**src/rtl/alu_pkg.sv**
```systemverilog
// Shared definitions for the 16-bit arithmetic sequencer: 8-bit ALU op
// encodings, flag bit positions, 16-bit op codes and sequencer states.
package alu_pkg;

    // 8-bit ALU operation encodings
    localparam logic [4:0] ALU_ADD  = 5'b00000;
    localparam logic [4:0] ALU_ADC  = 5'b00001;
    localparam logic [4:0] ALU_SUB  = 5'b00010;
    localparam logic [4:0] ALU_SBC  = 5'b00011;
    localparam logic [4:0] ALU_AND  = 5'b00100;
    localparam logic [4:0] ALU_XOR  = 5'b00101;
    localparam logic [4:0] ALU_OR   = 5'b00110;
    localparam logic [4:0] ALU_CP   = 5'b00111;
    localparam logic [4:0] ALU_INC  = 5'b01000;
    localparam logic [4:0] ALU_DEC  = 5'b01001;

    // Flag bit positions inside a {Z,N,H,C} nibble
    localparam int F_Z = 3;
    localparam int F_N = 2;
    localparam int F_H = 1;
    localparam int F_C = 0;

    // 16-bit operation codes from the control unit
    localparam logic [2:0] OP_ADD16 = 3'b000;
    localparam logic [2:0] OP_ADDSP = 3'b001;
    localparam logic [2:0] OP_INC16 = 3'b010;
    localparam logic [2:0] OP_DEC16 = 3'b011;

    // Sequencer state encoding
    typedef enum logic [1:0] {
        ST_IDLE = 2'b00,
        ST_LO   = 2'b01,
        ST_HI   = 2'b10,
        ST_DONE = 2'b11
    } state_t;

endpackage

```
**src/rtl/alu16_flag_merge.sv**
```systemverilog
// Combines the flags of the two byte beats into the final {Z,N,H,C} nibble
// for a 16-bit operation.
module alu16_flag_merge
    import alu_pkg::*;
(
    input  logic [2:0] op_code,
    input  logic [3:0] flags_in,
    input  logic [3:0] lo_flags,
    input  logic [3:0] hi_flags,
    output logic [3:0] res_flags
);

    // Z and N of the beats never reach the result; only H/C are meaningful
    logic unused_beat_bits;
    assign unused_beat_bits = ^{lo_flags[F_Z], lo_flags[F_N], hi_flags[F_Z], hi_flags[F_N]};

    // ADD16 keeps Z and reports the bit-11/bit-15 carries, ADDSP reports the
    // low-byte carries, everything else leaves F untouched
    always_comb begin
        res_flags = flags_in;
        case (op_code)
            OP_ADD16: res_flags = {flags_in[F_Z], 1'b0, hi_flags[F_H], hi_flags[F_C]};
            OP_ADDSP: res_flags = {1'b0, 1'b0, lo_flags[F_H], lo_flags[F_C]};
            default:  res_flags = flags_in;
        endcase
    end

endmodule

```
**src/rtl/alu16_seq.sv**
```systemverilog
// Sequencer executing SM83 16-bit arithmetic as two 8-bit ALU beats
// (low byte, then high byte with the low-beat carry chained in).
// Optional build macro ALU16_FASTINC_EN: INC16/DEC16 bypass the ALU through
// an internal 16-bit incrementer/decrementer and complete in one cycle.
module alu16_seq
    import alu_pkg::*;
#(
    parameter int ALU_LAT = 0
)(
    input  logic        clk,
    input  logic        rst_n,
    input  logic        op_start,
    output logic        op_ready,
    input  logic [2:0]  op_code,
    input  logic [15:0] op_a,
    input  logic [15:0] op_b,
    input  logic [3:0]  flags_in,
    output logic        res_valid,
    input  logic        res_ready,
    output logic [15:0] res_data,
    output logic [3:0]  res_flags,
    output logic [4:0]  alu_op,
    output logic [7:0]  alu_a,
    output logic [7:0]  alu_b,
    output logic [3:0]  alu_flags_in,
    input  logic [7:0]  alu_result,
    input  logic [3:0]  alu_flags_out
);

    state_t     state;
    logic [2:0] code_q;
    logic [3:0] fin_q;
    logic [7:0] a_hi_q;
    logic [7:0] hi_addend_q;
    logic [3:0] lo_flags;
    logic [1:0] beat_cnt;
    logic       beat_last;
    logic       req_legal;
    logic       req_fast;
    logic [4:0] lo_op;
    logic [7:0] lo_addend;
    logic [7:0] hi_addend;
    logic [4:0] hi_op;
    logic [3:0] merged_flags;

    assign beat_last = (beat_cnt == 2'(ALU_LAT));
    assign req_legal = (op_code[2] == 1'b0);
    assign hi_op     = (code_q == OP_DEC16) ? ALU_SBC : ALU_ADC;

`ifdef ALU16_FASTINC_EN
    assign req_fast = (op_code == OP_INC16) || (op_code == OP_DEC16);
`else
    assign req_fast = 1'b0;
`endif

    // Low-beat op and addend, plus the high-beat addend, derived from the request
    always_comb begin
        lo_op     = (op_code == OP_DEC16) ? ALU_SUB : ALU_ADD;
        lo_addend = 8'h01;
        hi_addend = 8'h00;
        case (op_code)
            OP_ADD16: begin
                lo_addend = op_b[7:0];
                hi_addend = op_b[15:8];
            end
            OP_ADDSP: begin
                lo_addend = op_b[7:0];
                hi_addend = {8{op_b[7]}};
            end
            default: begin
                lo_addend = 8'h01;
                hi_addend = 8'h00;
            end
        endcase
    end

    alu16_flag_merge u_flag_merge (
        .op_code   (code_q),
        .flags_in  (fin_q),
        .lo_flags  (lo_flags),
        .hi_flags  (alu_flags_out),
        .res_flags (merged_flags)
    );

    // Sequencer FSM with registered handshake, result and ALU-drive outputs
    always_ff @(posedge clk or negedge rst_n) begin
        if (!rst_n) begin
            state        <= ST_IDLE;
            op_ready     <= 1'b1;
            res_valid    <= 1'b0;
            res_data     <= 16'h0000;
            res_flags    <= 4'h0;
            alu_op       <= 5'd0;
            alu_a        <= 8'h00;
            alu_b        <= 8'h00;
            alu_flags_in <= 4'h0;
            code_q       <= 3'd0;
            fin_q        <= 4'h0;
            a_hi_q       <= 8'h00;
            hi_addend_q  <= 8'h00;
            lo_flags     <= 4'h0;
            beat_cnt     <= 2'd0;
        end else begin
            case (state)
                ST_IDLE: begin
                    if (op_start) begin
                        code_q      <= op_code;
                        fin_q       <= flags_in;
                        a_hi_q      <= op_a[15:8];
                        hi_addend_q <= hi_addend;
                        beat_cnt    <= 2'd0;
                        op_ready    <= 1'b0;
                        if (!req_legal) begin
                            res_data  <= op_a;
                            res_flags <= flags_in;
                            res_valid <= 1'b1;
                            state     <= ST_DONE;
                        end else if (req_fast) begin
                            res_data  <= (op_code == OP_DEC16) ? op_a - 16'd1 : op_a + 16'd1;
                            res_flags <= flags_in;
                            res_valid <= 1'b1;
                            state     <= ST_DONE;
                        end else begin
                            alu_op       <= lo_op;
                            alu_a        <= lo_addend;
                            alu_b        <= op_a[7:0];
                            alu_flags_in <= 4'h0;
                            state        <= ST_LO;
                        end
                    end
                end
                ST_LO: begin
                    if (beat_last) begin
                        res_data[7:0] <= alu_result;
                        lo_flags      <= alu_flags_out;
                        alu_op        <= hi_op;
                        alu_a         <= hi_addend_q;
                        alu_b         <= a_hi_q;
                        alu_flags_in  <= {3'b000, alu_flags_out[F_C]};
                        beat_cnt      <= 2'd0;
                        state         <= ST_HI;
                    end else begin
                        beat_cnt <= beat_cnt + 2'd1;
                    end
                end
                ST_HI: begin
                    if (beat_last) begin
                        res_data[15:8] <= alu_result;
                        res_flags      <= merged_flags;
                        alu_op         <= 5'd0;
                        alu_a          <= 8'h00;
                        alu_b          <= 8'h00;
                        alu_flags_in   <= 4'h0;
                        res_valid      <= 1'b1;
                        beat_cnt       <= 2'd0;
                        state          <= ST_DONE;
                    end else begin
                        beat_cnt <= beat_cnt + 2'd1;
                    end
                end
                ST_DONE: begin
                    if (res_ready) begin
                        res_valid <= 1'b0;
                        op_ready  <= 1'b1;
                        state     <= ST_IDLE;
                    end
                end
                default: begin
                    state    <= ST_IDLE;
                    op_ready <= 1'b1;
                end
            endcase
        end
    end

endmodule

```
**config.mk**
```make
export PLATFORM = sky130hd
export DESIGN_NAME = alu16_seq
export DESIGN_NICKNAME = d
export VERILOG_FILES = /design/src/rtl/alu_pkg.sv /design/src/rtl/alu16_flag_merge.sv /design/src/rtl/alu16_seq.sv
export SDC_FILE = /design/constraint.sdc
export NUM_CORES = 1
export LEC_CHECK = 0
export CAP_MARGIN = 5
export CORE_MARGIN = 2
export CORE_UTILIZATION = 50
export CTS_CLUSTER_SIZE = 14
export DETAILED_ROUTE_END_ITERATION = 10
export PLACE_DENSITY = 0.84
export RECOVER_POWER = 100
export SETUP_SLACK_MARGIN = 0.02
export SLEW_MARGIN = 20
export SYNTH_ARGS = -nofsm -noshare
export SYNTH_HDL_FRONTEND = slang
export SYNTH_SLANG_ARGS = --single-unit
export TNS_END_PERCENT = 50
```
**constraint.sdc**
```tcl
create_clock -name clk -period 3.2 [get_ports clk]
set_clock_uncertainty 0.15 [all_clocks]
set_input_delay 0.64 -clock clk [delete_from_list [all_inputs] [get_ports clk]]
set_output_delay 0.64 -clock clk [all_outputs]
set_load 0.01 [all_outputs]
```
==> flow_summary.toml, run 1 <==
[outcome]
status = "complete, but fails checks"
violations = "max-capacitance violations, max-slew violations"

[global_routing]
grt_use_total_pct = 23.0
grt_max_degree = 44
antenna_found_initial = 0
grt_pass1_wl_um = 13400
grt_pass1_vias = 2734
grt_overflow = 0

[synth]
synth_cells = 291
synth_top_area_share_pct = 49.1
syn_area_um2 = 3520
ys_ff_latch = 70
synth_area_leaders = "dfrtp_1 49%, mux2_2 15%, mux2i_1 5.4%, ha_1 3.2%, inv_1 2.6%"
ys_seq_area_share_pct = 49.8
ys.flop_type = "dfrtp_1"
syn_avg_cell_area_um2 = 12.1
yosysUniqueCellTypes = 46
synth_top_area_cell = "dfrtp_1"
async_reset_ff_share_pct = 100
ys_warn_count = 0
synth_edf_count = 0

[timing]
setup_slack_ns = 0.497
timing.slew.headroom_pct = -4.96
fmax_mhz = 370
drv_slew = 28
report.final.hold_viol_count = 0
layout_min_cycle_time_ns = 2.70
whs_ns = 0.341
final.setup.tns_ns = 0
finalCritPeriodShare_pct = 84.5
grt_setup_unrepaired = "no"
worstMarginPinSlew_ns = 1.57
setup-violations-final = 0

[clock_tree]
cts_resized = 0
cts_sinks = 70
tritoncts = "done"
holdBufCountCts = 0
clk_pin_slew_ns = 0.07
cts_max_level = 3
post_cts.repair.setup_buffers = 0
clock_latency_ns = 0.35
cts_buffers = 9
cts_buffer_depth = 2
clock-root-buffer = "clkbuf_8"

[route]
routed_wl_um = 8360
drc = 0
via_count = 2585
dr.pass1.iters = 4
antenna_left = 0
via_per_inst = 5.32
wl_per_cell_um = 17.2
dr.first_iter.drc_count = 147

[setup_path]
endpoint_kind = "flop"
worstPathCellList = "inv_1 -> ha_1 -> o21ba_1 -> a211oi_4 -> clkbuf_1 -> mux2i_1"
r2r_end = "alu_b[5]"
endpoint = "alu_b[5]"
r2r-start = "state[0]"
critPathTopFamily = "buffers and inverters"
crit_start = "state[0]"
cp-start-kind = "flop"
rr_worst_depth = 6
worstPathRequired_ns = 3.31
r2r_setup_slack_ns = 0.50
max_stage_delay_ns = 0.57
crit_slowest_cell = "clkbuf_1"
path_max_fanout = 11
crit_buf_inv = 2
crit_cells = 6
worstPathArrival_ns = 2.81
critPathKind = "flop to flop"

[place]
portBuffers = 93
dp_slack_ns = 0.561
gp_congestion = 0.784
dp.final_hpwl_um = 5990
place_area_um2 = 4490
place_inst = 470

[finish]
nets = 449
area_growth_pct = 33.7
fin_area_um2 = 4700
layout.cells.non_filler = 486
final_common_cell = "dfrtp_1"
drive_gt1_share_pct = 18.5
layout_common_cells = "69 x dfrtp_1, 51 x clkdlybuf4s50_1, 47 x mux2_2"
fin_util_pct = 69.2
num_antenna_cells = 0

[floorplan]
fp-row-count = 30
dieHeight_um = 87.9
start_util_pct = 51.8
coreArea_um2 = 6790
dieArea_um2 = 7720
dieWidth_um = 87.9
io_pins = 102

[run]
drv_cap = 1

[hold_path]
hold_path_depth = 2
hold_class = "flop to flop"

[pwr]
p_per_area_nw_per_um2 = 982
p_leak_nw = 2.09
total_power_mw = 4.62
vdd_ir_drop_max_v = 0.000498
==> area by class of cell <==
class / count / area (um^2)
Timing Repair Buffer: 98 / 971
Clock inverter: 6 / 110
Clock buffer: 10 / 128
Multi-Input combinational cell: 181 / 1530
Sequential cell: 70 / 1750
Inverter: 25 / 93.8
Tap cell: 96 / 120
Fill cell: 481 / 2090
==> worst min-delay path by stage <==
| stage | startpoint | end |
|---|---|---|
| 2_1_floorplan | rst_n | a_hi_q[0] |
| 3_3_place_gp | hi_addend_q[3] | hi_addend_q[3] |
| 3_5_place_dp | hi_addend_q[5] | hi_addend_q[5] |
| 4_1_cts | rst_n | a_hi_q[5] |
| 5_1_grt | hi_addend_q[1] | hi_addend_q[1] |
| 6_report | hi_addend_q[5] | hi_addend_q[5] |
==> cells in the mapped netlist, drive strengths merged, types with 5 or more instances <==
cell,instances
mux2i,20
inv,24
mux2,52
ha,9
nand2,16
buf,16
nor2,6
nor2b,5
a32oi,6
o21ai,13
dfrtp,69
a21oi,10
a22oi,8
==> power breakdown <==
group | internal [mW] | switching (mW)
clock | 0.517 | 0.338
combinational | 1.15 | 1.08
sequential | 1.30 | 0.235
==> flip-flops by register name, indices dropped and copies added (netlist names) <==
signal / flops
beat_cnt: 2
res_data: 16
alu_op: 2
res_valid: 1
fin_q: 4
alu_flags_in: 1
alu_a: 8
a_hi_q: 8
hi_addend_q: 8
alu_b: 8
state: 2
op_ready: 1
code_q: 3
res_flags: 4
lo_flags: 2
==> cells by family after synthesis <==
logic type / Yosys count / synth area share [%]
DFF: 70 / 49.8
and+or+nand+nor: 39 / 5.69
AOI/OAI and AO/OA: 55 / 11.3
adders and majority gates: 9 / 3.20
muxes: 72 / 23.0
other: 1 / 0.107
buffers and inverters: 45 / 6.83
==> metal layers <==
metal / GRT usage (%) / up-vias / part of all wire, %
li1: - / 1211 / -
met1: 29.6 / 1286 / 43
met2: 37.9 / 71 / 51
met3: 4.34 / 17 / 4.5
met4: 10.2 / 0 / 2.3
met5: 0 / - / 0
==> worst min-delay path: stages, from the launching register on <==
cell and delay (ns):
dfrtp_1 0.35, nand2_1 0.04, o21ai_0 0.06
No activity file was read; power rests on OpenSTA's default activity.
==> inputs of run 2 (changes only) <==
- CORE_UTILIZATION: 50 -> 43
- PLACE_DENSITY: 0.84 -> 0.76
- clock period: 3.2 -> 2.2 ns (I/O delays scaled with it)
==> flow_summary.toml, run 2 (synthesis results as in run 1) <==
[outcome]
status = "finished clean"

[place]
dp.final_hpwl_um = 6100
place_area_um2 = 4700
dp_slack_ns = 0.0148
portBuffers = 93
gp_congestion = 0.864

[timing]
setup_slack_ns = 0.115
drv_slew = 0
grt_setup_unrepaired = "no"
worstMarginPinSlew_ns = 0.943
layout_min_cycle_time_ns = 2.09
final.setup.tns_ns = 0
fmax_mhz = 480
timing.slew.headroom_pct = 37.2
finalCritPeriodShare_pct = 94.8
whs_ns = 0.336
setup-violations-final = 0
report.final.hold_viol_count = 0

[finish]
final_common_cell = "dfrtp_1"
drive_gt1_share_pct = 23.4
largest_register = "res_data"
num_antenna_cells = 0
layout_common_cells = "68 x dfrtp_1, 51 x clkdlybuf4s50_1, 47 x mux2_2"
fin_area_um2 = 4930
area_growth_pct = 40.3
largest_reg_flops = 16
nets = 470

[clock_tree]
cts_max_level = 3
post_cts.repair.setup_buffers = 0
tritoncts = "done"
cts_sinks = 70
cts_buffers = 9
clock_latency_ns = 0.33
clk_pin_slew_ns = 0.07
clock-root-buffer = "clkbuf_8"
cts_buffer_depth = 2

[floorplan]
start_util_pct = 45.0
coreArea_um2 = 7810
dieWidth_um = 94.4
io_pins = 102
dieArea_um2 = 8920
fp-row-count = 32
dieHeight_um = 94.4

[setup_path]
worstPathRequired_ns = 2.26
cp-start-kind = "flop"
worstPathCellList = "inv_1 -> ha_1 -> a21boi_4 -> nor2_2 -> buf_12 -> mux2_1"
critPathTopFamily = "flip-flops"
path_max_fanout = 12
r2r-start = "state[1]"
crit_slowest_cell = "dfrtp_1"
r2r_setup_slack_ns = 0.11
endpoint_kind = "flop"
worstPathArrival_ns = 2.15
max_stage_delay_ns = 0.42
critPathKind = "flop to flop"
rr_worst_depth = 6
r2r_end = "res_flags[2]"
crit_buf_inv = 2

[route]
wl_per_cell_um = 16.4
dr.pass1.iters = 4
dr.first_iter.drc_count = 107
antenna_left = 0
drc = 0
routed_wl_um = 8400
via_per_inst = 5.13
via_count = 2630

[global_routing]
grt_use_total_pct = 20.1
grt_overflow = 0
antenna_found_initial = 0
grt_max_degree = 71
grt_pass1_vias = 2741
grt_pass1_wl_um = 13700

[pwr]
p_per_area_nw_per_um2 = 1460
p_leak_nw = 2.22
vdd_ir_drop_max_v = 0.000704

[hold_path]
hold_start = "hi_addend_q[3]"
hold_path_depth = 2
hold_class = "flop to flop"
min_to = "hi_addend_q[3]"

[run]
drv_cap = 0
[run 2: final cells by class]
type,count,area (um^2)
fill,642,2870
clock inverter,6,133
tap,102,128
inverter,25,93.8
timing repair buffer,119,1150
multi-input combinational,181,1540
sequential,70,1750
clock buffer,10,138
[run 2: per-layer routing]
metal  GRT usage [%]  vias to the layer above  share of wire (%)
li1                -                     1245                  -
met2            34.0                       63                 51
met5               0                        -                  0
met1            26.5                     1314                 45
met3            3.19                        8                3.5
met4            6.52                        0                1.1
[run 2: how the worst max path moves through the flow]
stage / startpoint / endpoint / slack [ns] / cells past startpoint
final: state[1] / res_flags[2] / 0.11 / 6
after floorplan: state[0] / res_data[13] / 0.29 / 7
after detailed placement: op_code[2] / hi_addend_q[5] / 0.01 / 5
after CTS: state[0] / alu_a[0] / 0.07 / 6
after global placement: op_code[2] / alu_a[0] / 0.07 / 5
after global routing: state[1] / alu_b[4] / 0.02 / 6
[run 2: power breakdown]
part / leakage [nW] / total, mW / switching, mW / internal (mW)
sequential: 0.866 / 2.22 / 0.331 / 1.89
combinational: 1.22 / 3.61 / 1.64 / 1.96
clock: 0.132 / 1.38 / 0.481 / 0.897
total: 2.22 / 7.21 / 2.45 / 4.75
[run 2: what timing repair did]
action                                  4_1_cts  5_1_grt
endpoints found under the hold margin        69        0
endpoints found under the setup margin        0       10
resized for setup                             0        2
hold buffers                                  1        0
[run 2: worst reg2reg max path: stages, from the launching register on]
cell	delay (ns)
dfrtp_1	0.42
inv_1	0.17
ha_1	0.37
a21boi_4	0.29
nor2_2	0.08
buf_12	0.16
mux2_1	0.32
[run 2: per-stage QoR]
step                      util, %  instances  total power [mW]
after global routing         63.2        513              7.69
final                        63.2        513              7.21
after CTS                    63.8        513              7.52
after detailed placement     60.2        496              6.12
after global placement       60.2        496              6.00
after floorplan                 -        296              4.47
